==> config.mk <==
export PLATFORM = sky130hd
export DESIGN_NAME = sobel_pipe_kernel_flat
export DESIGN_NICKNAME = d
export VERILOG_FILES = /design/src/rtl/sobel_pipe_kernel_if.sv /design/src/rtl/sobel_pipe_kernel.sv /design/src/flat_wrapper.sv
export SDC_FILE = /design/constraint.sdc
export NUM_CORES = 1
export LEC_CHECK = 0
export CAP_MARGIN = 20
export CORE_MARGIN = 2
export CORE_UTILIZATION = 55
export DETAILED_ROUTE_END_ITERATION = 10
export DONT_BUFFER_PORTS = 1
export PLACE_DENSITY = 0.7
export SETUP_SLACK_MARGIN = 0.15
export SYNTH_ARGS = -nofsm -noshare
export SYNTH_HDL_FRONTEND = slang
export SYNTH_SLANG_ARGS = --single-unit
export TNS_END_PERCENT = 20
==> constraint.sdc <==
create_clock -name clk -period 19.9 [get_ports clk]
set_clock_uncertainty 0.2 [all_clocks]
set_input_delay 3.98 -clock clk [delete_from_list [all_inputs] [get_ports clk]]
set_output_delay 3.98 -clock clk [all_outputs]
set_load 0.05 [all_outputs]
==> src/rtl/sobel_pipe_kernel_if.sv <==
// Stream bundle between the window generator, the Sobel kernel and the pixel writer.
// The kernel connects through the slave modport and its driver through the master modport.
interface sobel_pipe_kernel_if #(
  parameter int PIX_W = 8
);
  localparam int MAG_W = 2 * PIX_W + 6;

  logic                 in_valid;
  logic                 in_ready;
  logic [8*PIX_W-1:0]   in_win;
  logic [1:0]           mode;
  logic [MAG_W-1:0]     thr_sq;
  logic [PIX_W+2:0]     thr_l1;
  logic                 out_valid;
  logic                 out_ready;
  logic                 out_edge;
  logic [PIX_W-1:0]     out_pix;
  logic [1:0]           out_dir;

  modport master (
    output in_valid, in_win, mode, thr_sq, thr_l1, out_ready,
    input  in_ready, out_valid, out_edge, out_pix, out_dir
  );

  modport slave (
    input  in_valid, in_win, mode, thr_sq, thr_l1, out_ready,
    output in_ready, out_valid, out_edge, out_pix, out_dir
  );
endinterface

==> src/rtl/sobel_pipe_kernel.sv <==
// Three-stage pipelined 3x3 Sobel kernel: gradients, metrics/direction, then
// threshold/select into registered outputs, all stalling together under backpressure.
module sobel_pipe_kernel #(
  parameter int PIX_W = 8
) (
  input  logic               clk,
  input  logic               rst_n,
  sobel_pipe_kernel_if.slave bus
);
  localparam int GW    = PIX_W + 3;
  localparam int MAG_W = 2 * PIX_W + 6;
  localparam int L1_W  = PIX_W + 4;

  logic adv;
  assign adv          = !bus.out_valid || bus.out_ready;
  assign bus.in_ready = adv;

  // Neighbours zero-extended into the signed gradient width.
  logic signed [GW-1:0] px [8];
  genvar gi;
  generate
    for (gi = 0; gi < 8; gi++) begin : g_unpack
      assign px[gi] = $signed({3'b000, bus.in_win[gi*PIX_W +: PIX_W]});
    end
  endgenerate

  logic signed [GW-1:0] gx_next, gy_next;
  assign gx_next = (px[2] + px[4] + px[4] + px[7]) - (px[0] + px[3] + px[3] + px[5]);
  assign gy_next = (px[5] + px[6] + px[6] + px[7]) - (px[0] + px[1] + px[1] + px[2]);

  logic                 s1_valid;
  logic signed [GW-1:0] s1_gx, s1_gy;
  logic [1:0]           s1_mode;
  logic [MAG_W-1:0]     s1_thr_sq;
  logic [PIX_W+2:0]     s1_thr_l1;

  logic                 s2_valid;
  logic [MAG_W-1:0]     s2_sq;
  logic [L1_W-1:0]      s2_l1;
  logic [1:0]           s2_dir;
  logic [1:0]           s2_mode;
  logic [MAG_W-1:0]     s2_thr_sq;
  logic [PIX_W+2:0]     s2_thr_l1;

  logic                 out_valid_reg;
  logic                 out_edge_reg;
  logic [PIX_W-1:0]     out_pix_reg;
  logic [1:0]           out_dir_reg;

  logic [GW-1:0]        ax, ay;
  logic [MAG_W-1:0]     sq_next;
  logic [L1_W-1:0]      l1_next;
  logic [1:0]           dir_next;
  logic                 edge_next;
  logic [PIX_W-1:0]     sat_l1;
  logic [PIX_W-1:0]     pix_next;

  always_comb begin
    ax       = s1_gx[GW-1] ? -s1_gx : s1_gx;
    ay       = s1_gy[GW-1] ? -s1_gy : s1_gy;
    sq_next  = MAG_W'(ax) * MAG_W'(ax) + MAG_W'(ay) * MAG_W'(ay);
    l1_next  = L1_W'(ax) + L1_W'(ay);
    // Ties go to Gx, so a zero gradient yields 2'b00.
    dir_next = (ay > ax) ? {1'b1, s1_gy[GW-1]} : {1'b0, s1_gx[GW-1]};
  end

  always_comb begin
    if (s2_mode == 2'd1 || s2_mode == 2'd2) begin
      edge_next = (s2_l1 >= L1_W'(s2_thr_l1));
    end else begin
      edge_next = (s2_sq >= s2_thr_sq);
    end
    sat_l1   = (|s2_l1[L1_W-1:PIX_W]) ? {PIX_W{1'b1}} : s2_l1[PIX_W-1:0];
    pix_next = (s2_mode == 2'd2) ? sat_l1 : {PIX_W{edge_next}};
  end

  always_ff @(posedge clk) begin
    if (!rst_n) begin
      s1_valid      <= 1'b0;
      s2_valid      <= 1'b0;
      out_valid_reg <= 1'b0;
      out_edge_reg  <= 1'b0;
      out_pix_reg   <= '0;
      out_dir_reg   <= '0;
    end else if (adv) begin
      s1_valid      <= bus.in_valid;
      s1_gx         <= gx_next;
      s1_gy         <= gy_next;
      s1_mode       <= bus.mode;
      s1_thr_sq     <= bus.thr_sq;
      s1_thr_l1     <= bus.thr_l1;

      s2_valid      <= s1_valid;
      s2_sq         <= sq_next;
      s2_l1         <= l1_next;
      s2_dir        <= dir_next;
      s2_mode       <= s1_mode;
      s2_thr_sq     <= s1_thr_sq;
      s2_thr_l1     <= s1_thr_l1;

      out_valid_reg <= s2_valid;
      if (s2_valid) begin
        out_edge_reg <= edge_next;
        out_pix_reg  <= pix_next;
        out_dir_reg  <= s2_dir;
      end
    end
  end

  assign bus.out_valid = out_valid_reg;
  assign bus.out_edge  = out_edge_reg;
  assign bus.out_pix   = out_pix_reg;
  assign bus.out_dir   = out_dir_reg;
endmodule

==> src/flat_wrapper.sv <==
// flat-port wrapper written by rule: the top's interface ports become plain ports
module sobel_pipe_kernel_flat 
#(
  parameter int PIX_W = 8
)
  (clk, rst_n, bus_in_valid, bus_in_win, bus_mode, bus_thr_sq, bus_thr_l1, bus_out_ready, bus_in_ready, bus_out_valid, bus_out_edge, bus_out_pix, bus_out_dir);
  sobel_pipe_kernel_if #(.PIX_W(PIX_W)) bus_i ();
  input  logic clk;
  input  logic rst_n;
  input wire logic [$bits(bus_i.in_valid)-1:0] bus_in_valid;
  input wire logic [$bits(bus_i.in_win)-1:0] bus_in_win;
  input wire logic [$bits(bus_i.mode)-1:0] bus_mode;
  input wire logic [$bits(bus_i.thr_sq)-1:0] bus_thr_sq;
  input wire logic [$bits(bus_i.thr_l1)-1:0] bus_thr_l1;
  input wire logic [$bits(bus_i.out_ready)-1:0] bus_out_ready;
  output wire logic [$bits(bus_i.in_ready)-1:0] bus_in_ready;
  output wire logic [$bits(bus_i.out_valid)-1:0] bus_out_valid;
  output wire logic [$bits(bus_i.out_edge)-1:0] bus_out_edge;
  output wire logic [$bits(bus_i.out_pix)-1:0] bus_out_pix;
  output wire logic [$bits(bus_i.out_dir)-1:0] bus_out_dir;
  assign bus_i.in_valid = bus_in_valid;
  assign bus_i.in_win = bus_in_win;
  assign bus_i.mode = bus_mode;
  assign bus_i.thr_sq = bus_thr_sq;
  assign bus_i.thr_l1 = bus_thr_l1;
  assign bus_i.out_ready = bus_out_ready;
  assign bus_in_ready = bus_i.in_ready;
  assign bus_out_valid = bus_i.out_valid;
  assign bus_out_edge = bus_i.out_edge;
  assign bus_out_pix = bus_i.out_pix;
  assign bus_out_dir = bus_i.out_dir;
  sobel_pipe_kernel #(.PIX_W(PIX_W)) u_core (.clk(clk), .rst_n(rst_n), .bus(bus_i));
endmodule
==> results of run 1 <==
Yosys cell counts, types with 8 or more instances:
cell type / instances
nor3_1: 21
xor2_1: 35
nand2b_1: 11
nor3b_1: 9
a21boi_0: 8
a21o_1: 23
and2_1: 8
a21oi_1: 47
o41ai_1: 9
nor2b_1: 16
xnor2_1: 50
inv_1: 405
o21a_1: 10
o22ai_1: 8
nor2_1: 91
o21bai_1: 10
dfxtp_1: 14
fa_1: 238
inv_2: 9
edfxtp_1: 127
o21ai_0: 26
nand2_1: 90
ha_1: 205
final cells by class:
class,instances,area (um^2),area share (%)
multi-input combinational,1014,10780,61.30
sequential,141,4094,23.28
inverter,417,1565,8.902
tap,390,488.0,2.775
clock buffer,19,432.9,2.462
clock inverter,13,141.4,0.8041
timing repair buffer,11,82.58,0.4697
routing by layer:
layer  GRT usage [%]  wire length, um  share of wire [%]
met1           29.63            13900                 40
met3           4.059             1780                5.1
met4           6.543              904                2.6
met2           42.72            18140                 52
met5               0                0                  0
how the worst max path moves through the flow:
stage | depth (start not counted) | slack [ns] | end | start
after floorplan | 2 | 11.07 | bus_in_ready | bus_out_ready
after global placement | 1 | 11.18 | bus_in_ready | bus_out_ready
after detailed placement | 24 | 10.99 | u_core.s2_sq[21] | u_core.s1_gy[0]
after CTS | 24 | 10.96 | u_core.s2_sq[21] | u_core.s1_gy[0]
after global routing | 24 | 10.41 | u_core.s2_sq[21] | u_core.s1_gy[0]
final | 23 | 10.79 | u_core.s2_sq[21] | u_core.s1_gx[0]
logic make-up (layout without fill, tap and decap cells):
logic type / after synthesis / in the layout / synth area share [%]
adders and majority gates: 443 / 443 / 44.59
buffers and inverters: 428 / 460 / 9.834
and+or+nand+nor: 285 / 285 / 8.220
AOI/OAI and AO/OA: 178 / 178 / 7.224
DFF: 141 / 141 / 24.90
xor gates and xnor gates: 89 / 89 / 4.925
muxes: 4 / 4 / 0.2588
other: 2 / 15 / 0.04569
per-stage QoR:
step	utilization, %	worst slack, ns	instance area, um^2	std cells	hold slack [ns]
floorplan	-	11.07	16490	1583	0.2003
CTS	59.48	10.96	17580	2005	0.2167
detailed placement	57.54	10.99	17010	1973	0.2054
global route	59.48	10.41	17580	2005	0.2229
finish	59.48	10.79	17580	2005	0.2185
global placement	57.54	11.18	17010	1973	0.2016
==> flow_summary.yaml, run 1 <==
run_status:
  outcome: "complete, no violations"
placement:
  dp.final_hpwl_mm: 29.53
  port_buffers: 0
  gp_congestion: 0.9646
cts:
  cts_sinks: 141
  root_buffer: "clkbuf_16"
  cts_resized: 0
  clkLatencyLatePin_ns: 0.41
  cts-htree-levels: 4
  cts_setup_buffers: 0
  cts_buffers: 17
  ctsHoldBuffers: 0
  tritoncts: "yes"
  path_clk_slew_ns: 0.06
  cts_buffer_depth: 2
worst_setup_path:
  cp_slowest_cell: "xnor2_1"
  crit_buf_inv: 4
  reg2regPathDepth: 23
  start_kind: "register"
  crit_required_ns: 19.85
  cp_top_family: "adder cells"
  cp_slowest_stage_delay_ns: 0.92
  reg2reg_to: "u_core.s2_sq[21]"
  critical_path.cell_chain: "inv_1 > ha_1 > nand3b_1 > o21ai_0 > xnor2_1 > inv_1 > nor2_1 > fa_1 > fa_1 > inv_1 > fa_1 > fa_1 > fa_1 > fa_1 > fa_1 > inv_1 > ha_1 > a21o_1 > a211oi_1 > a21boi_1 > nor3_1 > o41ai_1 > xnor2_1"
  crit_arrival_ns: 9.06
  rr_startpoint: "u_core.s1_gx[0]"
  cp-end-kind: "register"
  r2r_slack_ns: 10.79
  cp_max_fo: 10
  crit_type: "register to register"
  crit_path_frequent_cell: "fa_1"
finish:
  nNetsFinal: 2148
  final_cell_mix: "inv_1, fa_1, ha_1, edfxtp_1, nor2_1"
  nFillCells: 2443
  reg_top3: "u_core.s1_thr_sq (22), u_core.s2_thr_sq (22), u_core.s2_sq (21)"
  syn2layout_area_growth_pct: 6.964
  antenna_cells: 0
  layout_commonest_cell: "inv_1"
  drive_above_1_share_pct: 4.396
timing:
  timing.final.crit_share_pct: 45.78
  fin_setup_tns_ns: 0
  period_needed_ns: 9.110
  rsz0062_at_grt: "false"
  hold_violations: 0
  slew_violations: 0
  worstMarginPinSlew_ns: 1.130
  relSlewSlack_pct: 24.11
  setup_viol: 0
  clock.fmax_mhz: 109.8
synthesis:
  ys_async_sr_fraction_pct: 0
  ys_ff_latch: 141
  syn-instance-count: 1570
  synth_edf_count: 127
  ys.flop_type: "edfxtp_1"
  synth_cell_types: 65
  yosysWarnings: 0
  synth_area_leader_cell: "fa_1"
  synth.avg_cell_area_um2: 10.47
  yosys-top-cells-area: "fa_1, edfxtp_1, ha_1, inv_1, xnor2_1"
  syn_area_um2: 16440
  ys_seq_area_share_pct: 24.90
  netlist.area_leader.share_pct: 28.98
drt:
  drt-initial-drc-count: 551
  first_pass_iters: 5
  drtAntennaViolNets: 0
  routed_wl_mm: 34.73
  drc: 0
  via_count: 10563
  via_per_inst: 5.268
  wire_per_inst_um: 17.32
global_routing:
  grt_pass1_wl_mm: 57.56
  grt_max_degree: 76
  antenna_found_initial: 0
  grt_remaining_overflow: 0
  track_usage_pct: 23.80
  first_global_vias: 11569
die:
  floorplan.initialDensity_pct: 55.61
  dieArea_um2: 31290
  core-area_um2: 29560
  ios: 116
  die_h_um: 176.9
  fp-row-count: 63
  die_w_um: 176.9
min_path:
  min_from: "u_core.s1_thr_l1[7]"
  holdPathEnd: "u_core.s2_thr_l1[7]"
  min_path_type: "register to register"
  hold_depth: 0
flow_run:
  drv_cap: 0
Power of run 1 is left out: the tool's default activity adds up to more than one toggle a clock period on the data nets, which glitch-free logic cannot reach.
==> inputs of run 2 (changes only) <==
- clock period: 19.9 -> 8.46 ns (I/O delays scaled with it)
==> flow_summary.yaml, run 2 (same netlist as run 1, synthesis figures left out) <==
timing:
  relSlewSlack_pct: 32.67
  clock.fmax_mhz: 126.3
  setup_viol: 0
  worstMarginPinSlew_ns: 1.010
  hold_violations: 0
  rsz0062_at_grt: "true"
  period_needed_ns: 7.915
  timing.final.crit_share_pct: 93.56
  slew_violations: 0
  fin_setup_tns_ns: 0
global_routing:
  first_global_vias: 11713
  antenna_found_initial: 0
  track_usage_pct: 23.81
  grt_pass1_wl_mm: 57.21
  grt_remaining_overflow: 0
  grt_max_degree: 77
worst_setup_path:
  crit_path_frequent_cell: "fa_1"
  start_kind: "register"
  cp-end-kind: "register"
  cp_slowest_cell: "fa_1"
  critical_path.cell_chain: "or3_4 > o31ai_2 > nand2_1 > xnor2_2 > nor2_1 > fa_1 > inv_1 > fa_1 > inv_1 > fa_1 > fa_1 > fa_1 > fa_1 > inv_1 > fa_1 > inv_1 > ha_1 > nand3_1 > or3_1 > o211a_1 > o31ai_1 > nor4_1 > a211oi_1"
  cp_top_family: "adder cells"
  crit_required_ns: 8.50
  reg2regPathDepth: 23
  crit_type: "register to register"
  reg2reg_to: "u_core.s2_sq[20]"
  cp_slowest_stage_delay_ns: 0.54
  cp_max_fo: 5
  crit_arrival_ns: 7.95
  crit_buf_inv: 4
  rr_startpoint: "u_core.s1_gy[2]"
  r2r_slack_ns: 0.54
placement:
  dp.final_hpwl_mm: 29.78
  gp_congestion: 0.9449
  placedCellCount: 1990
  port_buffers: 0
flow_run:
  drv_cap: 0
cts:
  cts_sinks: 141
  cts_resized: 0
  ctsHoldBuffers: 0
  tritoncts: "yes"
  cts_buffers: 17
  cts_setup_buffers: 0
  cts_buffer_depth: 2
  root_buffer: "clkbuf_16"
  clkLatencyLatePin_ns: 0.41
  path_clk_slew_ns: 0.06
  cts-htree-levels: 4
die:
  floorplan.initialDensity_pct: 55.61
  die_w_um: 176.9
  core-area_um2: 29560
  dieArea_um2: 31290
  ios: 116
  die_h_um: 176.9
  fp-row-count: 63
min_path:
  min_from: "u_core.s1_thr_l1[6]"
  hold_depth: 0
  min_path_type: "register to register"
  holdPathEnd: "u_core.s2_thr_l1[6]"
finish:
  reg_top3: "u_core.s1_thr_sq (22), u_core.s2_thr_sq (22), u_core.s2_sq (21)"
  final_cell_mix: "inv_1, fa_1, ha_1, edfxtp_1"
  drive_above_1_share_pct: 5.637
  syn2layout_area_growth_pct: 8.205
  layout_commonest_cell: "inv_1"
  antenna_cells: 0
  nNetsFinal: 2165
  fin_cells: 2022
drt:
  first_pass_iters: 5
  via_per_inst: 5.217
  via_count: 10549
  drc: 0
  drt-initial-drc-count: 527
  drtAntennaViolNets: 0
  wire_per_inst_um: 17.08
  routed_wl_mm: 34.53
run_status:
  outcome: "complete, no violations"
run 2: cell type report:
class / count / area, um^2
inverters: 417 / 1565
clock buffers: 26 / 563.0
fillers: 2438 / 11770
well taps: 390 / 488.0
clock inverters: 6 / 65.06
flip-flops and latches: 141 / 4094
multi-input cells: 1014 / 10800
repair buffers: 28 / 210.2
run 2: routing by layer:
| layer | vias up | track usage [%] | part of all wire [%] |
|---|---|---|---|
| met5 | - | 0 | 0 |
| met4 | 0 | 8.196 | 3.2 |
| met3 | 64 | 4.424 | 5.3 |
| met2 | 249 | 42.81 | 52 |
| met1 | 5172 | 28.65 | 39 |
| li1 | 5064 | - | - |
run 2: how the worst max path moves through the flow:
stage	cells after the start	end	startpoint	slack (ns)
after CTS	24	u_core.s2_sq[21]	u_core.s1_gx[0]	0.47
after global routing	23	u_core.s2_sq[20]	u_core.s1_gy[2]	0.14
after floorplan	24	u_core.s2_sq[21]	u_core.s1_gy[0]	0.62
after detailed placement	24	u_core.s2_sq[21]	u_core.s1_gx[0]	0.49
final	23	u_core.s2_sq[20]	u_core.s1_gy[2]	0.54
after global placement	23	u_core.s2_sq[20]	u_core.s1_gy[2]	0.64
run 2: through the flow:
step | worst slack, ns | hold WS [ns] | instance area (um^2) | util (%)
floorplan | 0.6162 | 0.2003 | 16490 | -
global placement | 0.6395 | 0.2033 | 17140 | 57.97
detailed placement | 0.4905 | 0.2045 | 17140 | 57.97
CTS | 0.4680 | 0.2175 | 17760 | 60.10
global route | 0.1370 | 0.2310 | 17790 | 60.17
finish | 0.5449 | 0.2174 | 17790 | 60.17
Power of run 2 is left out for the same reason.
==> inputs of run 3 (changes only) <==
- CORE_MARGIN: 2 -> 4
==> flow_summary.yaml, run 3 (same netlist as run 1, synthesis figures left out) <==
run_status:
  outcome: "complete, no violations"
die:
  floorplan.initialDensity_pct: 55.61
  fp-row-count: 63
  dieArea_um2: 32720
  die_h_um: 180.9
  ios: 116
  die_w_um: 180.9
  core-area_um2: 29560
timing:
  hold_violations: 0
  hold-worst-slack_ns: 0.2154
  worstMarginPinSlew_ns: 0.8121
  setup_viol: 0
  fin_setup_tns_ns: 0
  timing.final.crit_share_pct: 94.05
  slew_violations: 0
  rsz0062_at_grt: "true"
  relSlewSlack_pct: 45.47
  clock.fmax_mhz: 125.7
  period_needed_ns: 7.957
placement:
  gp_congestion: 0.9238
  port_buffers: 0
  dp.final_hpwl_mm: 29.51
  dpl-instance-area_um2: 17110
min_path:
  min_path_type: "register to register"
drt:
  drtAntennaViolNets: 0
  first_pass_iters: 5
  drt-initial-drc-count: 472
  routed_wl_mm: 34.34
  drc: 0
  wire_per_inst_um: 17.02
  via_count: 10582
  via_per_inst: 5.244
worst_setup_path:
  cp_max_fo: 7
  crit_arrival_ns: 7.91
  crit_required_ns: 8.41
  cp_slowest_stage_delay_ns: 0.57
  cp-end-kind: "register"
  crit_buf_inv: 5
  cp_top_family: "adder cells"
  critical_path.cell_chain: "inv_1 > ha_1 > nand3b_1 > o21ai_0 > xnor2_1 > buf_4 > nand2_1 > inv_1 > fa_1 > inv_1 > fa_1 > fa_1 > fa_1 > fa_1 > fa_1 > fa_1 > inv_1 > ha_1 > a21o_1 > a211oi_1 > a21boi_2 > nor3_1 > o41ai_1 > xnor2_1"
  crit_path_frequent_cell: "fa_1"
  start_kind: "register"
  crit_type: "register to register"
  cp_slowest_cell: "fa_1"
finish:
  seq_area_um2: 4094
  drive_above_1_share_pct: 5.467
  final_core_util_pct: 60.11
  reg_top3: "u_core.s1_thr_sq (22), u_core.s2_thr_sq (22), u_core.s2_sq (21)"
  final_cell_mix: "inv_1, fa_1, ha_1, edfxtp_1, nor2_1"
  layout_commonest_cell: "inv_1"
  fin_area_um2: 17770
  syn2layout_area_growth_pct: 8.083
  nFillCells: 2449
  multi_input_area_um2: 10810
  nNetsFinal: 2162
  antenna_cells: 0
cts:
  cts_buffers: 17
  root_buffer: "clkbuf_16"
  path_clk_slew_ns: 0.06
  cts_setup_buffers: 0
  ctsHoldBuffers: 0
  cts_buffer_depth: 2
  clkLatencyLatePin_ns: 0.41
  cts-htree-levels: 4
  cts_resized: 0
  tritoncts: "yes"
  cts_sinks: 141
global_routing:
  first_global_vias: 11530
  grt_remaining_overflow: 0
  grt_pass1_wl_mm: 56.88
  grt_max_degree: 68
  track_usage_pct: 21.81
  antenna_found_initial: 0
flow_run:
  drv_cap: 0
run 3: cell count changes in the layout (fill, tap and decap cells not counted), moves of 2 or more:
cell / previous run / this run
clkbuf_8: 4 / 0
buf_4: 28 / 25
inv_6: 1 / 3
bufinv_16: 1 / 4
clkbuf_16: 20 / 17
inv_4: 2 / 0
clkinvlp_4: 0 / 2
run 3: worst register-to-register path, delay by kind of cell, from the launching register on:
| kind | cells | cell delay, ns |
|---|---|---|
| AOI/OAI and AO/OA | 5 | 1.39 |
| and+or+nand+nor | 3 | 0.41 |
| adders and majority gates | 9 | 4.03 |
| xor gates and xnor gates | 2 | 0.65 |
| buffers and inverters | 5 | 0.70 |
| DFF | 1 | 0.34 |
run 3: final cells by class:
cell class                 instances  area share, %
clock buffer                      18          2.416
inverter                         417          8.810
clock inverter                    13          1.063
tap                              390          2.746
multi-input combinational       1014          60.87
sequential                       141          23.04
timing repair buffer              25          1.056
run 3: through the flow:
stage,cells,worst slack (ns)
2_1_floorplan,1583,0.6162
3_3_place_gp,1987,0.4576
3_5_place_dp,1987,0.2711
4_1_cts,2018,0.2489
5_1_grt,2018,0.05914
6_report,2018,0.5034
run 3: worst paths after layout:
kind                             start                    to  slack, ns  cells past startpoint
setup / recovery       u_core.s1_gx[0]      u_core.s2_sq[21]       0.50                     24
hold / removal    u_core.s1_thr_sq[13]  u_core.s2_thr_sq[13]       0.22                      0
setup reg to reg       u_core.s1_gx[0]      u_core.s2_sq[21]       0.50                     24
hold reg to reg   u_core.s1_thr_sq[13]  u_core.s2_thr_sq[13]       0.22                      0
run 3: routing by layer:
| layer | up-vias | track usage, % | wire length, um |
|---|---|---|---|
| met4 | 0 | 7.592 | 1138 |
| met5 | - | 0 | 0 |
| met1 | 5181 | 26.77 | 13440 |
| li1 | 5053 | - | - |
| met3 | 57 | 3.946 | 1925 |
| met2 | 291 | 38.79 | 17830 |
Power of run 3 is left out for the same reason.
